--- config.mk ---
export PLATFORM = sky130hd
export DESIGN_NAME = ulpb_tx_sequencer_flat
export DESIGN_NICKNAME = d
export VERILOG_FILES = /design/src/rtl/ulpb_tx_sequencer_if.sv /design/src/rtl/ulpb_tx_sequencer.sv /design/src/flat_wrapper.sv
export SDC_FILE = /design/constraint.sdc
export NUM_CORES = 1
export LEC_CHECK = 0
export CAP_MARGIN = 20
export CORE_ASPECT_RATIO = 1.5
export CORE_MARGIN = 2
export CORE_UTILIZATION = 30
export DETAILED_ROUTE_END_ITERATION = 16
export HOLD_SLACK_MARGIN = 0.03
export PLACE_DENSITY = 0.57
export SKIP_LAST_GASP = 1
export SLEW_MARGIN = 20
export SYNTH_ARGS = -nofsm -noshare
export SYNTH_HDL_FRONTEND = slang
export SYNTH_SLANG_ARGS = --single-unit
--- constraint.sdc ---
create_clock -name CLK_EXT -period 7.6 [get_ports CLK_EXT]
set_clock_uncertainty 0.05 [all_clocks]
set_input_delay 1.14 -clock CLK_EXT [delete_from_list [all_inputs] [get_ports CLK_EXT]]
set_output_delay 1.14 -clock CLK_EXT [all_outputs]
set_load 0.05 [all_outputs]
--- src/rtl/ulpb_tx_sequencer_if.sv ---
// ulpb_tx_sequencer_if
//   Word handshake bundle between the TX sequencer (master) and the
//   ulpb_node32 TX port (slave).
//   master drives : TX_ADDR, TX_DATA, TX_PEND, TX_REQ, PRIORITY, TX_RESP_ACK
//   slave drives  : TX_ACK, TX_FAIL, TX_SUCC
`ifndef DATA_WIDTH
`define DATA_WIDTH 32
`endif
`ifndef ADDR_WIDTH
`define ADDR_WIDTH 8
`endif

interface ulpb_tx_sequencer_if;
  logic [`ADDR_WIDTH-1:0] TX_ADDR;
  logic [`DATA_WIDTH-1:0] TX_DATA;
  logic                   TX_PEND;
  logic                   TX_REQ;
  logic                   PRIORITY;
  logic                   TX_RESP_ACK;
  logic                   TX_ACK;
  logic                   TX_FAIL;
  logic                   TX_SUCC;

  modport master (
    output TX_ADDR, TX_DATA, TX_PEND, TX_REQ, PRIORITY, TX_RESP_ACK,
    input  TX_ACK, TX_FAIL, TX_SUCC
  );

  modport slave (
    input  TX_ADDR, TX_DATA, TX_PEND, TX_REQ, PRIORITY, TX_RESP_ACK,
    output TX_ACK, TX_FAIL, TX_SUCC
  );
endinterface

--- src/rtl/ulpb_tx_sequencer.sv ---
// ulpb_tx_sequencer
//   Buffers a burst of data words and plays them out over the ulpb_node32
//   TX word handshake (TX_REQ/TX_ACK with TX_PEND chaining), then collects
//   TX_SUCC/TX_FAIL and answers with TX_RESP_ACK.
//   CLK_EXT, RESETn  : clock, synchronous active-low reset
//   WR_EN, WR_DATA   : push a word (only while idle and not full)
//   FULL, COUNT      : buffer status
//   START, ADDR, PRIO: launch a burst; ADDR/PRIO latched on accepted START
//   BUSY, DONE, ERR  : burst in progress, success pulse, failure pulse
//   tx               : node-side handshake (master modport)
`ifndef DATA_WIDTH
`define DATA_WIDTH 32
`endif
`ifndef ADDR_WIDTH
`define ADDR_WIDTH 8
`endif

module ulpb_tx_sequencer #(
  parameter int DEPTH       = 8,
  parameter int DEPTH_LOG2  = 3,
  parameter int ACK_TIMEOUT = 1024
) (
  input  logic                   CLK_EXT,
  input  logic                   RESETn,
  input  logic                   WR_EN,
  input  logic [`DATA_WIDTH-1:0] WR_DATA,
  output logic                   FULL,
  output logic [DEPTH_LOG2:0]    COUNT,
  input  logic                   START,
  input  logic [`ADDR_WIDTH-1:0] ADDR,
  input  logic                   PRIO,
  output logic                   BUSY,
  output logic                   DONE,
  output logic                   ERR,
  ulpb_tx_sequencer_if.master    tx
);

  localparam int TIMER_W = (ACK_TIMEOUT > 1) ? $clog2(ACK_TIMEOUT) : 1;
  localparam logic [DEPTH_LOG2:0]  CNT_ZERO   = '0;
  localparam logic [DEPTH_LOG2:0]  CNT_ONE    = (DEPTH_LOG2+1)'(1);
  localparam logic [DEPTH_LOG2:0]  CNT_FULL   = (DEPTH_LOG2+1)'(DEPTH);
  localparam logic [TIMER_W-1:0]   TIMER_LAST = TIMER_W'(ACK_TIMEOUT - 1);

  typedef enum logic [2:0] {
    ST_IDLE     = 3'd0,
    ST_REQ      = 3'd1,
    ST_ACK_LOW  = 3'd2,
    ST_WAIT_RES = 3'd3,
    ST_RESP     = 3'd4
  } state_t;

  state_t                  state_r, state_s;
  logic [`DATA_WIDTH-1:0]  mem_r [DEPTH];
  logic [DEPTH_LOG2-1:0]   wr_ptr_r, rd_ptr_r;
  logic [DEPTH_LOG2:0]     count_r, count_s, count_push_s;
  logic                    full_r, full_s;
  logic [TIMER_W-1:0]      timer_r, timer_s;
  logic                    fail_r, fail_s;
  logic                    busy_r, busy_s;
  logic                    done_r, done_s;
  logic                    err_r, err_s;
  logic [`ADDR_WIDTH-1:0]  tx_addr_r, tx_addr_s;
  logic [`DATA_WIDTH-1:0]  tx_data_r, tx_data_s;
  logic                    tx_pend_r, tx_pend_s;
  logic                    tx_req_r, tx_req_s;
  logic                    priority_r, priority_s;
  logic                    resp_ack_r, resp_ack_s;
  logic                    push_s, pop_s, flush_s;
  logic [`DATA_WIDTH-1:0]  head_s;

  assign head_s = mem_r[rd_ptr_r];

  // Next-state, buffer control and next-output decode
  always_comb begin
    state_s    = state_r;
    push_s     = WR_EN && !busy_r && !full_r;
    pop_s      = 1'b0;
    flush_s    = 1'b0;
    timer_s    = '0;
    fail_s     = fail_r;
    busy_s     = busy_r;
    done_s     = 1'b0;
    err_s      = 1'b0;
    tx_addr_s  = tx_addr_r;
    tx_data_s  = tx_data_r;
    tx_pend_s  = tx_pend_r;
    tx_req_s   = tx_req_r;
    priority_s = priority_r;
    resp_ack_s = resp_ack_r;
    // A write in the START cycle still lands, so the first TX_PEND must see it.
    count_push_s = count_r + (DEPTH_LOG2+1)'(push_s);

    case (state_r)
      ST_IDLE: begin
        if (START && (count_r != CNT_ZERO)) begin
          state_s    = ST_REQ;
          busy_s     = 1'b1;
          fail_s     = 1'b0;
          tx_addr_s  = ADDR;
          tx_req_s   = 1'b1;
          tx_data_s  = head_s;
          tx_pend_s  = (count_push_s > CNT_ONE);
          priority_s = PRIO;
        end else begin
          state_s = ST_IDLE;
        end
      end
      ST_REQ: begin
        // Node abort outranks both a same-cycle ACK and the timeout.
        if (tx.TX_FAIL) begin
          tx_req_s   = 1'b0;
          priority_s = 1'b0;
          fail_s     = 1'b1;
          resp_ack_s = 1'b1;
          state_s    = ST_RESP;
        end else if (tx.TX_ACK) begin
          pop_s      = 1'b1;
          tx_req_s   = 1'b0;
          priority_s = 1'b0;
          state_s    = ST_ACK_LOW;
        end else if ((ACK_TIMEOUT != 0) && (timer_r == TIMER_LAST)) begin
          tx_req_s   = 1'b0;
          priority_s = 1'b0;
          flush_s    = 1'b1;
          err_s      = 1'b1;
          busy_s     = 1'b0;
          state_s    = ST_IDLE;
        end else begin
          timer_s = timer_r + TIMER_W'(1);
        end
      end
      ST_ACK_LOW: begin
        if (tx.TX_FAIL) begin
          fail_s     = 1'b1;
          resp_ack_s = 1'b1;
          state_s    = ST_RESP;
        end else if (!tx.TX_ACK) begin
          if (count_r != CNT_ZERO) begin
            tx_req_s   = 1'b1;
            tx_data_s  = head_s;
            tx_pend_s  = (count_r > CNT_ONE);
            priority_s = 1'b0;
            state_s    = ST_REQ;
          end else begin
            state_s = ST_WAIT_RES;
          end
        end else begin
          state_s = ST_ACK_LOW;
        end
      end
      ST_WAIT_RES: begin
        // SUCC together with FAIL counts as a failure.
        if (tx.TX_SUCC || tx.TX_FAIL) begin
          fail_s     = tx.TX_FAIL;
          resp_ack_s = 1'b1;
          state_s    = ST_RESP;
        end else begin
          state_s = ST_WAIT_RES;
        end
      end
      ST_RESP: begin
        if (!tx.TX_SUCC && !tx.TX_FAIL) begin
          resp_ack_s = 1'b0;
          flush_s    = 1'b1;
          done_s     = !fail_r;
          err_s      = fail_r;
          busy_s     = 1'b0;
          state_s    = ST_IDLE;
        end else begin
          fail_s     = fail_r | tx.TX_FAIL;
          resp_ack_s = 1'b1;
        end
      end
      default: begin
        state_s    = ST_IDLE;
        tx_req_s   = 1'b0;
        priority_s = 1'b0;
        resp_ack_s = 1'b0;
        busy_s     = 1'b0;
        flush_s    = 1'b1;
      end
    endcase

    if (flush_s) begin
      count_s = CNT_ZERO;
    end else if (push_s) begin
      count_s = count_r + CNT_ONE;
    end else if (pop_s) begin
      count_s = count_r - CNT_ONE;
    end else begin
      count_s = count_r;
    end
    full_s = (count_s == CNT_FULL);
  end

  // Burst word storage; occupancy lives in the pointers and count, so no reset
  always_ff @(posedge CLK_EXT) begin
    if (RESETn && push_s) begin
      mem_r[wr_ptr_r] <= WR_DATA;
    end
  end

  // State, pointer and registered-output update with synchronous reset
  always_ff @(posedge CLK_EXT) begin
    if (!RESETn) begin
      state_r    <= ST_IDLE;
      wr_ptr_r   <= '0;
      rd_ptr_r   <= '0;
      count_r    <= '0;
      full_r     <= 1'b0;
      timer_r    <= '0;
      fail_r     <= 1'b0;
      busy_r     <= 1'b0;
      done_r     <= 1'b0;
      err_r      <= 1'b0;
      tx_addr_r  <= '0;
      tx_data_r  <= '0;
      tx_pend_r  <= 1'b0;
      tx_req_r   <= 1'b0;
      priority_r <= 1'b0;
      resp_ack_r <= 1'b0;
    end else begin
      state_r    <= state_s;
      wr_ptr_r   <= flush_s ? '0 : (push_s ? wr_ptr_r + DEPTH_LOG2'(1) : wr_ptr_r);
      rd_ptr_r   <= flush_s ? '0 : (pop_s  ? rd_ptr_r + DEPTH_LOG2'(1) : rd_ptr_r);
      count_r    <= count_s;
      full_r     <= full_s;
      timer_r    <= timer_s;
      fail_r     <= fail_s;
      busy_r     <= busy_s;
      done_r     <= done_s;
      err_r      <= err_s;
      tx_addr_r  <= tx_addr_s;
      tx_data_r  <= tx_data_s;
      tx_pend_r  <= tx_pend_s;
      tx_req_r   <= tx_req_s;
      priority_r <= priority_s;
      resp_ack_r <= resp_ack_s;
    end
  end

  assign FULL           = full_r;
  assign COUNT          = count_r;
  assign BUSY           = busy_r;
  assign DONE           = done_r;
  assign ERR            = err_r;
  assign tx.TX_ADDR     = tx_addr_r;
  assign tx.TX_DATA     = tx_data_r;
  assign tx.TX_PEND     = tx_pend_r;
  assign tx.TX_REQ      = tx_req_r;
  assign tx.PRIORITY    = priority_r;
  assign tx.TX_RESP_ACK = resp_ack_r;

endmodule

--- src/flat_wrapper.sv ---
// flat-port wrapper written by rule: the top's interface ports become plain ports
module ulpb_tx_sequencer_flat 
#(
  parameter int DEPTH       = 8,
  parameter int DEPTH_LOG2  = 3,
  parameter int ACK_TIMEOUT = 1024
)
  (CLK_EXT, RESETn, WR_EN, WR_DATA, FULL, COUNT, START, ADDR, PRIO, BUSY, DONE, ERR, tx_TX_ADDR, tx_TX_DATA, tx_TX_PEND, tx_TX_REQ, tx_PRIORITY, tx_TX_RESP_ACK, tx_TX_ACK, tx_TX_FAIL, tx_TX_SUCC);
  ulpb_tx_sequencer_if tx_i ();
  input  logic CLK_EXT;
  input  logic RESETn;
  input  logic WR_EN;
  input  logic [`DATA_WIDTH-1:0] WR_DATA;
  output logic FULL;
  output logic [DEPTH_LOG2:0] COUNT;
  input  logic START;
  input  logic [`ADDR_WIDTH-1:0] ADDR;
  input  logic PRIO;
  output logic BUSY;
  output logic DONE;
  output logic ERR;
  output wire logic [$bits(tx_i.TX_ADDR)-1:0] tx_TX_ADDR;
  output wire logic [$bits(tx_i.TX_DATA)-1:0] tx_TX_DATA;
  output wire logic [$bits(tx_i.TX_PEND)-1:0] tx_TX_PEND;
  output wire logic [$bits(tx_i.TX_REQ)-1:0] tx_TX_REQ;
  output wire logic [$bits(tx_i.PRIORITY)-1:0] tx_PRIORITY;
  output wire logic [$bits(tx_i.TX_RESP_ACK)-1:0] tx_TX_RESP_ACK;
  input wire logic [$bits(tx_i.TX_ACK)-1:0] tx_TX_ACK;
  input wire logic [$bits(tx_i.TX_FAIL)-1:0] tx_TX_FAIL;
  input wire logic [$bits(tx_i.TX_SUCC)-1:0] tx_TX_SUCC;
  assign tx_TX_ADDR = tx_i.TX_ADDR;
  assign tx_TX_DATA = tx_i.TX_DATA;
  assign tx_TX_PEND = tx_i.TX_PEND;
  assign tx_TX_REQ = tx_i.TX_REQ;
  assign tx_PRIORITY = tx_i.PRIORITY;
  assign tx_TX_RESP_ACK = tx_i.TX_RESP_ACK;
  assign tx_i.TX_ACK = tx_TX_ACK;
  assign tx_i.TX_FAIL = tx_TX_FAIL;
  assign tx_i.TX_SUCC = tx_TX_SUCC;
  ulpb_tx_sequencer #(.DEPTH(DEPTH), .DEPTH_LOG2(DEPTH_LOG2), .ACK_TIMEOUT(ACK_TIMEOUT)) u_core (.CLK_EXT(CLK_EXT), .RESETn(RESETn), .WR_EN(WR_EN), .WR_DATA(WR_DATA), .FULL(FULL), .COUNT(COUNT), .START(START), .ADDR(ADDR), .PRIO(PRIO), .BUSY(BUSY), .DONE(DONE), .ERR(ERR), .tx(tx_i));
endmodule
* After elaboration in Yosys (flattened, before gate mapping) *
Memories as Yosys holds them, arrays and structs flattened. A register that Yosys moved wholly into a read port is not among the register bits.
Index checks and enable logic that the tools add are counted.

storage, ports and cells
  memory bits (writable) = 256
  memory bits (read-only) = 0
  word-level logic and storage cells = 140
  latch bits = 0
  flip-flop bits (word level) = 72
  memories = 1
  input bits = 48
  output and inout bits = 52

operators by class
  add/sub/neg operators = 6
  shifts and indexed selects = 0
  eq/ne operators = 18
  reductions and logical operators = 29
  bitwise operators = 6
  multiplexer cells = 62
  multipliers = 0
  $lt $le $gt $ge = 2
  divide/modulo/power cells = 0

memories
  memory        words  bits a word  read ports  clocked after Yosys merged registers in  wr ports  line                     source
  u_core.mem_r  8      32           1           1                                        1         ulpb_tx_sequencer.sv:53  logic [`DATA_WIDTH-1:0] mem_r [DEPTH];

operator list
  operator                                             number
  2-to-1 mux 32 bit                                    4
  one-hot mux 32 bit (2 select lines)                  1
  2-to-1 mux 1 bit                                     35
  2-to-1 mux 3 bit                                     8
  one-hot mux 1 bit (4 select lines)                   5
  one-hot mux 3 bit (5 select lines)                   1
  2-to-1 mux 4 bit                                     3
  != test 2 x 1 -> 1 bit, second input constant        6
  AND reduction 6 bit                                  2
  adder 10 x 1 -> 10 bit, second input constant        1
  equality test 10 bit, second input constant          1
  != test 2 bit, second input constant                 5
  AND reduction 5 bit                                  2
  > comparator 4 x 1 -> 1 bit, second input constant   2
  nonzero test 4 bit                                   2
  OR reduction 2 bit                                   4
  adder 3 x 1 -> 3 bit, second input constant          2
  equality test 3 x 2 -> 1 bit, second input constant  2
  AND reduction 3 bit                                  2
  logical AND 1 bit                                    5
  logical NOT 1 bit                                    5
  NOT 1 bit                                            5
  OR reduction 5 bit                                   1
  adder 4 x 1 -> 4 bit                                 1
  other kinds (15)                                     18

* Logic depth before layout (Yosys ltp) *
  depth in word-level cells = 7
  depth in mapped cells = 10
  depth with buffers taken out = 8

* Worst setup path before layout *
No wires, ideal clock.

  path type = input to register
  from = in WR_EN
  to = mem u_core.mem_r[0][0] (netlist bit), enable pin
  setup slack = 2.317 ns
  buffers on the path = 1
  data required time = 7.049 ns
  stages on the path = 3
  arrival time = 4.731 ns
  library setup time = 0.501 ns
  path through = or3b_1 buf_6 nor4_1

between the ends
  longest elaborated chain between the ends = 5

RTL lines
  what                                    line                      source
  start: declaration                      flat_wrapper.sv:12        input logic WR_EN;
  logical AND 1 bit (2 in a row)          ulpb_tx_sequencer.sv:76   push_s = WR_EN && !busy_r && !full_r;
  logical AND 1 bit                       ulpb_tx_sequencer.sv:198  if (RESETn && push_s) begin
  2-to-1 mux 1 bit                        ulpb_tx_sequencer.sv:198
  2-to-1 mux 1 bit (implied by the code)  ulpb_tx_sequencer.sv:199  mem_r[wr_ptr_r] <= WR_DATA;
  end: declaration                        ulpb_tx_sequencer.sv:53

Every way passes these cells.

* Worst setup path after layout *
  from = in WR_EN
  to = mem u_core.mem_r[4][20] (netlist bit), enable pin

The elaborated chain is that of the path after synthesis.

==> out/qor.csv <==
metric,value,unit
hpwl dp,16.1,mm
Final Slew Violations,0,
"Max FO, Critical Path",25,
leakage,4.86,nW
flop-to-flop setup slack,4.65,ns
Fin Setup TNS,0,ns
Synth Area per Inst,17.7,um^2
worst skew pair latency,0.57,ns
clock-pin slew on the worst setup and hold paths,0.06,ns
R2R depth,5,
DR vias/cell,4.63,
Critical-path top delay cell,nor3_2,
vias in the first global route,6912,
Slew HR,0.286,
Hold Crit Class,register to register,
# resized after CTS,0,
design area,15500,um^2
syn_nets,769,
CTS Buffer Depth,3,
Hold Startpoint,u_core.tx.TX_REQ,
FF-to-FF Start,u_core.BUSY,
worst path arrival time,3.76,ns
"Distinct cells, synth",53,
clock sinks,331,
area of the mapped netlist,12600,um^2
Setup crit end kind,register,
final hold viol count,0,
CTS Root Buffer Type,clkbuf_16,
row cnt,92,
most frequent cells in the layout,"edfxtp_1 (256), clkdlybuf4s50_1 (98), dfxtp_1 (72), mux4_2 (64), mux2i_1 (43)",
Final setup viols,0,
Max VDD drop,0.166,mV
DP Area,14300,um^2
Layout Area Growth over Synthesis,22.6,%
CTS Hold Bufs,0,
max incr delay on CP,0.67,ns
status,"complete, no violations",
DRT antenna net count,0,
Residual DRC,0,
Worst Hold Depth,2,
max-cap violation count,0,
I/O Buffers,99,
Main synth FF type,edfxtp_1,
Overflow after GRT,0,
Die Wd,172,um
1st-iter DRT viols,385,
biggest area consumer among synthesized cells,edfxtp_1,
post-CTS setup buffer count,0,
die height,255,um
Synth top area share,0.608,
placer congestion estimate,0.743,
vias post-DR,6531,
"Seq/Total Area, Yosys",0.727,
Async SR Flop Fraction,0,
first-pass GRT wire length,40.9,mm
fillers,3890,
"top cells by area, synth","edfxtp_1 (61%), dfxtp_1 (12%), mux4_2 (11%)",
worst-path cell chain,"clkdlybuf4s50_1, or3b_1, clkinv_4, nand2_1, nor3_2, buf_4",
"commonest non-fill, non-tap cell in the layout",edfxtp_1,
Tcrit/Tclk final,0.473,
slew at the pin closest to its max-slew limit,1.06,ns
largest net degree at the start of global routing,65,
RSZ-0062 raised after global routing,false,
drt first pass iters,4,
WHS Endpoint,u_core.tx.TX_REQ,
Pwr Density,283,nW/um^2
Avg WL per Cell,19.0,um
io pins,100,
H-tree levels,1,
CTS tree,yes,
TritonCTS Buffers,31,
Initial Util,0.303,
cells after synthesis,713,
Total Routing Usage GR,0.123,
crit path time final,3.60,ns
#FFs+latches synth,331,
final wirelength,26.7,mm
r2r endpoint,u_core.mem_r[4][20],
core area,41800,um^2
"EDFF count, synth",256,
DIE AREA,43800,um^2
Yosys warnings,0,
kind of critical path,primary input to register,
nets,876,
max frequency,0.278,GHz
fraction of layout cells with a size suffix above 1,0.181,
Setup crit start kind,primary input,
initial antenna violation count,3,
Crit path required time,7.76,ns
-- cell type report --
type / count / area (um^2) / area share
inverters: 6 / 27.5 / 0.00178
diodes: 2 / 5.00 / 0.000323
multi-input cells: 335 / 3290 / 0.213
clock buffers: 40 / 850 / 0.0548
clock inverters: 18 / 298 / 0.0192
well taps: 564 / 706 / 0.0455
flip-flops and latches: 331 / 9200 / 0.594
repair buffers: 115 / 1120 / 0.0722
-- report_power, final --
group          internal, W  switching [W]
Combinational     0.000209       0.000367
Clock              0.00106       0.000661
Sequential         0.00204      0.0000550
-- metrics by stage --
step,worst slack [ns],hold WS [ns],utilization,std cells,total power (W)
after floorplan,2.32,0.380,-,713,0.00250
after global placement,3.42,0.402,0.343,1350,0.00271
after detailed placement,3.37,0.411,0.343,1351,0.00272
after CTS,3.97,0.424,0.371,1409,0.00446
after global routing,3.86,0.438,0.371,1411,0.00456
final,4.00,0.423,0.371,1411,0.00439
-- cell families after synthesis --
kind of cell,after synthesis,share of synthesized area
simple gates,108,0.0472
mux,107,0.148
buf+inv,47,0.0170
compound gates,97,0.0427
flops,331,0.727
fa+ha+maj,8,0.00792
xor+xnor,15,0.0104
-- cell usage after synthesis, types with 2 or more instances --
master    count
edfxtp_1    256
dfxtp_1      75
mux4_2       64
mux2i_1      43
a21oi_1      40
o21ai_0      38
nor2_1       25
clkbuf_1     23
nand2_1      21
buf_2        15
nand3_1      13
nor3_1       11
xor2_1       10
nor2b_1       9
ha_1          8
inv_1         5
xnor2_1       5
and3_1        4
nand4_1       3
nor4_1        3
a21boi_0      2
a31oi_1       2
and4_1        2
and4bb_2      2
buf_6         2
nand3b_1      2
nor3b_1       2
nor4_2        2
o31ai_1       2
-- state kept, by name, indices dropped and copies added, names as in the netlist, 3 cells and up, named ones only --
name               count
u_core.COUNT           4
u_core.mem_r         256
u_core.rd_ptr_r        3
u_core.state_r         3
u_core.timer_r        10
u_core.tx.TX_ADDR      8
u_core.tx.TX_DATA     32
u_core.wr_ptr_r        3
-- metal layers --
| metal | track usage | vias up | routed length, um |
|---|---|---|---|
| met2 | 0.237 | 113 | 15000 |
| met1 | 0.136 | 3336 | 10200 |
| met3 | 0.0201 | 34 | 1090 |
| met4 | 0.0348 | 2 | 509 |
| met5 | 0 | - | 13 |
| li1 | - | 3046 | - |
-- critical path: cells and delay by family --
| family | cells | cell delay [ns] |
|---|---|---|
| AND/OR/NAND/NOR | 3 | 1.42 |
| buffers and inverters | 3 | 1.16 |
-- worst max path at each step --
| stage | start | depth (start not counted) | slack [ns] | endpoint |
|---|---|---|---|---|
| after global placement | WR_EN | 6 | 3.42 | u_core.mem_r[6][14] |
| after floorplan | WR_EN | 3 | 2.32 | u_core.mem_r[0][0] |
| final | WR_EN | 6 | 4.00 | u_core.mem_r[4][20] |
| after detailed placement | WR_EN | 6 | 3.37 | u_core.mem_r[4][11] |
| after global routing | WR_EN | 6 | 3.86 | u_core.mem_r[4][20] |
| after CTS | WR_EN | 6 | 3.97 | u_core.mem_r[4][23] |
Power figures use the tool's default switching activity.
